## src/rtl/dlsc_pcie_s6_outbound_write_fmt.sv

```systemverilog
// dlsc_pcie_s6_outbound_write_fmt: serializes posted Memory Write headers and payload into a 32-bit TLP stream
module dlsc_pcie_s6_outbound_write_fmt #(
    parameter int ADDR = 32
) (
    input  logic            clk,
    input  logic            rst,
    input  logic [7:0]      cfg_bus_number,
    input  logic [4:0]      cfg_device_number,
    input  logic [2:0]      cfg_function_number,
    output logic            wr_tlp_h_ready,
    input  logic            wr_tlp_h_valid,
    input  logic [ADDR-1:2] wr_tlp_h_addr,
    input  logic [9:0]      wr_tlp_h_len,
    input  logic [3:0]      wr_tlp_h_be_first,
    input  logic [3:0]      wr_tlp_h_be_last,
    output logic            wr_tlp_d_ready,
    input  logic            wr_tlp_d_valid,
    input  logic [31:0]     wr_tlp_d_data,
    input  logic            tx_ready,
    output logic            tx_valid,
    output logic [31:0]     tx_data,
    output logic            tx_sof,
    output logic            tx_eof
);
    // DW0 is loaded on the header accept edge, so each state names the word loaded next
    localparam logic [2:0] IDLE = 3'd0, HDR1 = 3'd1, HDR2 = 3'd2, HDR3 = 3'd3, DATA = 3'd4;

    logic [2:0]  state_q, state_d;
    logic [63:2] addr_q, addr_d;
    logic [9:0]  len_q, len_d;
    logic [3:0]  bef_q, bef_d, bel_q, bel_d;
    logic [15:0] rid_q, rid_d;
    logic        hdr4_q, hdr4_d;
    logic [10:0] cnt_q, cnt_d;
    logic        valid_q, valid_d, sof_q, sof_d, eof_q, eof_d;
    logic [31:0] data_q, data_d;
    logic [63:2] addr_in;
    logic        adv;

    assign addr_in        = 62'(wr_tlp_h_addr);
    assign adv            = !valid_q | tx_ready;
    assign wr_tlp_h_ready = (state_q == IDLE) & adv;
    assign wr_tlp_d_ready = (state_q == DATA) & adv;
    assign tx_valid       = valid_q;
    assign tx_data        = data_q;
    assign tx_sof         = sof_q;
    assign tx_eof         = eof_q;

    always_comb begin
        state_d = state_q;
        addr_d  = addr_q;
        len_d   = len_q;
        bef_d   = bef_q;
        bel_d   = bel_q;
        rid_d   = rid_q;
        hdr4_d  = hdr4_q;
        cnt_d   = cnt_q;
        valid_d = valid_q;
        sof_d   = sof_q;
        eof_d   = eof_q;
        data_d  = data_q;
        if (adv) begin
            valid_d = 1'b0;
            sof_d   = 1'b0;
            eof_d   = 1'b0;
            case (state_q)
                IDLE: if (wr_tlp_h_valid) begin
                    addr_d  = addr_in;
                    len_d   = wr_tlp_h_len;
                    bef_d   = wr_tlp_h_be_first;
                    bel_d   = wr_tlp_h_be_last;
                    rid_d   = {cfg_bus_number, cfg_device_number, cfg_function_number};
                    hdr4_d  = |addr_in[63:32];
                    cnt_d   = {wr_tlp_h_len == 10'd0, wr_tlp_h_len};
                    valid_d = 1'b1;
                    sof_d   = 1'b1;
                    data_d  = {1'b0, (|addr_in[63:32]) ? 2'b11 : 2'b10, 19'd0, wr_tlp_h_len};
                    state_d = HDR1;
                end
                HDR1: begin
                    valid_d = 1'b1;
                    data_d  = {rid_q, 8'h00, (len_q == 10'd1) ? 4'h0 : bel_q, bef_q};
                    state_d = HDR2;
                end
                HDR2: begin
                    valid_d = 1'b1;
                    data_d  = hdr4_q ? addr_q[63:32] : {addr_q[31:2], 2'b00};
                    state_d = hdr4_q ? HDR3 : DATA;
                end
                HDR3: begin
                    valid_d = 1'b1;
                    data_d  = {addr_q[31:2], 2'b00};
                    state_d = DATA;
                end
                DATA: if (wr_tlp_d_valid) begin
                    valid_d = 1'b1;
                    data_d  = wr_tlp_d_data;
                    eof_d   = cnt_q == 11'd1;
                    cnt_d   = cnt_q - 11'd1;
                    state_d = (cnt_q == 11'd1) ? IDLE : DATA;
                end
                default: state_d = IDLE;
            endcase
        end
    end

    always_ff @(posedge clk) begin
        if (rst) begin
            state_q <= IDLE;
            addr_q  <= '0;
            len_q   <= '0;
            bef_q   <= '0;
            bel_q   <= '0;
            rid_q   <= '0;
            hdr4_q  <= 1'b0;
            cnt_q   <= '0;
            valid_q <= 1'b0;
            sof_q   <= 1'b0;
            eof_q   <= 1'b0;
            data_q  <= '0;
        end else begin
            state_q <= state_d;
            addr_q  <= addr_d;
            len_q   <= len_d;
            bef_q   <= bef_d;
            bel_q   <= bel_d;
            rid_q   <= rid_d;
            hdr4_q  <= hdr4_d;
            cnt_q   <= cnt_d;
            valid_q <= valid_d;
            sof_q   <= sof_d;
            eof_q   <= eof_d;
            data_q  <= data_d;
        end
    end
endmodule

```

## config.mk

```make
export PLATFORM = sky130hd
export DESIGN_NAME = dlsc_pcie_s6_outbound_write_fmt
export DESIGN_NICKNAME = d
export VERILOG_FILES = /design/src/rtl/dlsc_pcie_s6_outbound_write_fmt.sv
export SDC_FILE = /design/constraint.sdc
export NUM_CORES = 1
export LEC_CHECK = 0
export CAP_MARGIN = 0
export CORE_MARGIN = 2
export CORE_UTILIZATION = 24
export CTS_CLUSTER_SIZE = 24
export DETAILED_ROUTE_END_ITERATION = 10
export GPL_ROUTABILITY_DRIVEN = 0
export PLACE_DENSITY_LB_ADDON = 0.12
export SKIP_LAST_GASP = 1
export SYNTH_ARGS = -nofsm -noshare
export SYNTH_HDL_FRONTEND = slang
export SYNTH_SLANG_ARGS = --single-unit
```

## constraint.sdc

```tcl
create_clock -name clk -period 2.7 [get_ports clk]
set_input_delay 0.27 -clock clk [delete_from_list [all_inputs] [get_ports clk]]
set_output_delay 0.27 -clock clk [all_outputs]
set_load 0.01 [all_outputs]
```

==> run_results.csv, run 1 <==
group,metric,value,unit
placed_design,portBuffers,137,
clock_network,clk_path_buf_depth,2,
global_routing,overflow,0,
finish,fin_nets,855,
timing,hold_viol,0,
synth,synth-edff-count,0,
power_and_ir_drop,power,5.64,mW
critical_path,crit_arrival,2.13,ns
synth,ys_seq_area_share,45.2,%
synth,synthFlopType,"dfxtp_1",
synth,synthArstFlopShare,0,%
clock_network,cts.sinks,113,
clock_network,ctsHtreeMaxLevel,4,
synth,ys_seq_elements,113,
clock_network,cts_inserted_buffers,17,
synth,ys_types,52,
timing,tns,0,ns
global_routing,grtUsageMet1,20.8,%
floorplan,die_h,148,µm
finish,drive_above_1_share,9.29,%
power_and_ir_drop,vdd_drop_max,336,µV
power_and_ir_drop,power.leakage,2.70,nW
synth,syn_area,0.00501,mm²
global_routing,met2_usage,25.0,%
critical_path,criticalPathCategory,"reg2out",
timing,rsz0062_at_grt,"no",
finish,area_growth,49.0,%
timing,fin_ws,0.298,ns
placed_design,dp_hpwl,12400,µm
global_routing,grt_pass1_wl,27100,µm
clock_network,cts_tree,"yes",
critical_path,cp-end-kind,"primary output",
timing,period_minus_slack,2.40,ns
timing,timing.fmax,416,MHz
routing,antenna_left,0,
floorplan,ioPinCount,138,
critical_path,cp-start-kind,"flop",
timing,drv_slew,0,
synth,synth-warning-count,0,
synth,synth_fp_nets,729,
clock_network,hold_buffers,0,
routing,drt_wl_total,17400,µm
floorplan,start_util,24.6,%
critical_path,critPathRequiredTime,2.43,ns
routing,wl_per_cell,16.8,µm
global_routing,grt_max_degree,65,
clock_network,cts_resized,0,
synth,synthCells,626,
timing,fin_skew,0.0107,ns
timing,setup_viol_count_final,0,
timing,period_share,89.0,%
job,max_cap_violations,0,
synth,ys_top_cells_by_area,"dfxtp_1, nand2_1, a21oi_1",
routing,dr.pass1.iters,4,
clock_network,post-cts-setup-buffers,0,
routing,vias,4929,
timing,tightest_slew,0.897,ns
global_routing,grtUsageTotal,15.9,%
finish,diodes,0,
clock_network,clk_pin_slew,0.05,ns
floorplan,core,0.0204,mm²
synth,synth_top_area_share,45.2,%
global_routing,grt_pass1_vias,4995,
floorplan,rows,52,
clock_network,cts_root_buf,"clkbuf_16",
floorplan,chipWidth,148,µm
floorplan,dieArea,0.0220,mm²
clock_network,clkLatencyLatePin,0.42,ns
synth,ys_top_cells_by_count,"nand2_1, dfxtp_1, a21oi_1, clkbuf_1, nor2_1",
placed_design,dp_slack,0.388,ns
routing,post-route-drc-count,0,
critical_path,crit_fanout,10,
global_routing,grt_antenna_before_repair,0,
power_and_ir_drop,p_per_area,756,mW/mm²
routing,drt_iter0_markers,252,
timing,slew_headroom,40.0,%
global_routing,top_usage_layer,"met2",
synth,yosysMostFrequentCell,"nand2_1",
synth,avgSynthCellArea,8.00,µm²
hold_path,hold_path.class,"in2reg",
routing,post_drt_via_cell_ratio,4.77,
global_routing,grt_use_met3,5.12,%
run_status,outcome,"completed",
synth,yosysTopAreaCell,"dfxtp_1",
finish,n_fill_cell,2067,
[final cells by class]
class | count | area (µm²) | area share (%)
Clock buffer | 21 | 470 | 6.30
Inverter | 10 | 37.5 | 0.503
Tap cell | 270 | 338 | 4.53
Multi-Input combinational cell | 450 | 2500 | 33.5
Timing Repair Buffer | 160 | 1600 | 21.5
Sequential cell | 113 | 2260 | 30.3
Clock inverter | 10 | 253 | 3.39
[per-layer routing]
metal | up-vias | wire, µm
li1 | 2474 | -
met1 | 2323 | 8130
met2 | 121 | 8110
met3 | 11 | 951
met4 | 0 | 167
met5 | - | 0
[where the power goes]
part           total (mW)  internal [mW]  switching, mW
clock network        2.77           1.98          0.782
registers            1.91           1.81         0.0944
logic               0.973          0.467          0.506
total                5.64           4.26           1.38
[state kept, by name, indices dropped and copies added (netlist names)]
signal and count:
tx_eof 1, tx_valid 1, tx_data 32, bel_q 4
cnt_q 11, rid_q 16, len_q 10, bef_q 4
tx_sof 1, addr_q 30, state_q 3
[kinds of logic (layout without fill, tap and decap cells)]
kind of cell | after synthesis | in the layout | share of synthesized area (%)
flops | 113 | 113 | 45.2
simple gates | 241 | 241 | 20.7
mux | 11 | 11 | 2.30
fa+ha+maj | 2 | 2 | 0.499
buf+inv | 63 | 201 | 5.27
compound gates | 196 | 196 | 26.1
[final timing paths]
check,from,endpoint,slack [ns],depth (start not counted)
min reg2reg,rid_q[15],rid_q[15],0.45,2
max reg2reg,state_q[2],tx_data[17],0.57,4
min,rst,state_q[1],0.32,2
max,state_q[2],wr_tlp_d_ready,0.30,3
[cell usage in the layout (no fill, tap or decap), types with 4 or more instances in the layout]
cell	Yosys	final
nand2_1	154	154
clkdlybuf4s50_1	0	136
dfxtp_1	113	113
a21oi_1	91	91
nor2_1	35	35
buf_4	1	19
a22oi_1	17	17
clkbuf_16	0	17
a2bb2oi_1	14	14
nor3_1	12	12
o2bb2ai_1	12	12
inv_1	10	10
nand3_1	9	8
a31oi_1	8	8
bufinv_16	0	8
a211oi_1	7	7
mux2i_1	7	7
o21ai_0	7	7
a221oi_1	6	6
nor4_1	5	5
o22ai_1	5	5
o221ai_1	5	5
buf_12	0	5
mux2_2	4	4
o31ai_1	4	4
or3_1	4	4
a21o_1	4	4
[critical path: stages (launching register included)]
cell,delay [ns]
dfxtp_1,0.54
or3b_2,0.50
nor2_1,0.13
clkdlybuf4s50_1,0.55
[through the flow]
step	hold WS (ns)	instance area, µm²	std cells	util, %
finish	0.322	7460	1034	36.6
CTS	0.310	7460	1034	36.6
floorplan	0.406	5010	626	-
global route	0.334	7460	1034	36.6
detailed placement	0.447	6740	1003	33.1
global placement	0.442	6740	1003	33.1
Power figures use the tool's default switching activity.
==> run 2, diff against run 1 <==
--- a/config.mk
+++ b/config.mk
@@ -8,6 +8,7 @@
 export CAP_MARGIN = 0
 export CORE_MARGIN = 2
 export CORE_UTILIZATION = 24
+export CTS_CLUSTER_DIAMETER = 40
 export CTS_CLUSTER_SIZE = 24
 export DETAILED_ROUTE_END_ITERATION = 10
 export GPL_ROUTABILITY_DRIVEN = 0
==> results of run 2 <==
Final layout, timing and power as in run 1 (identical DEF).
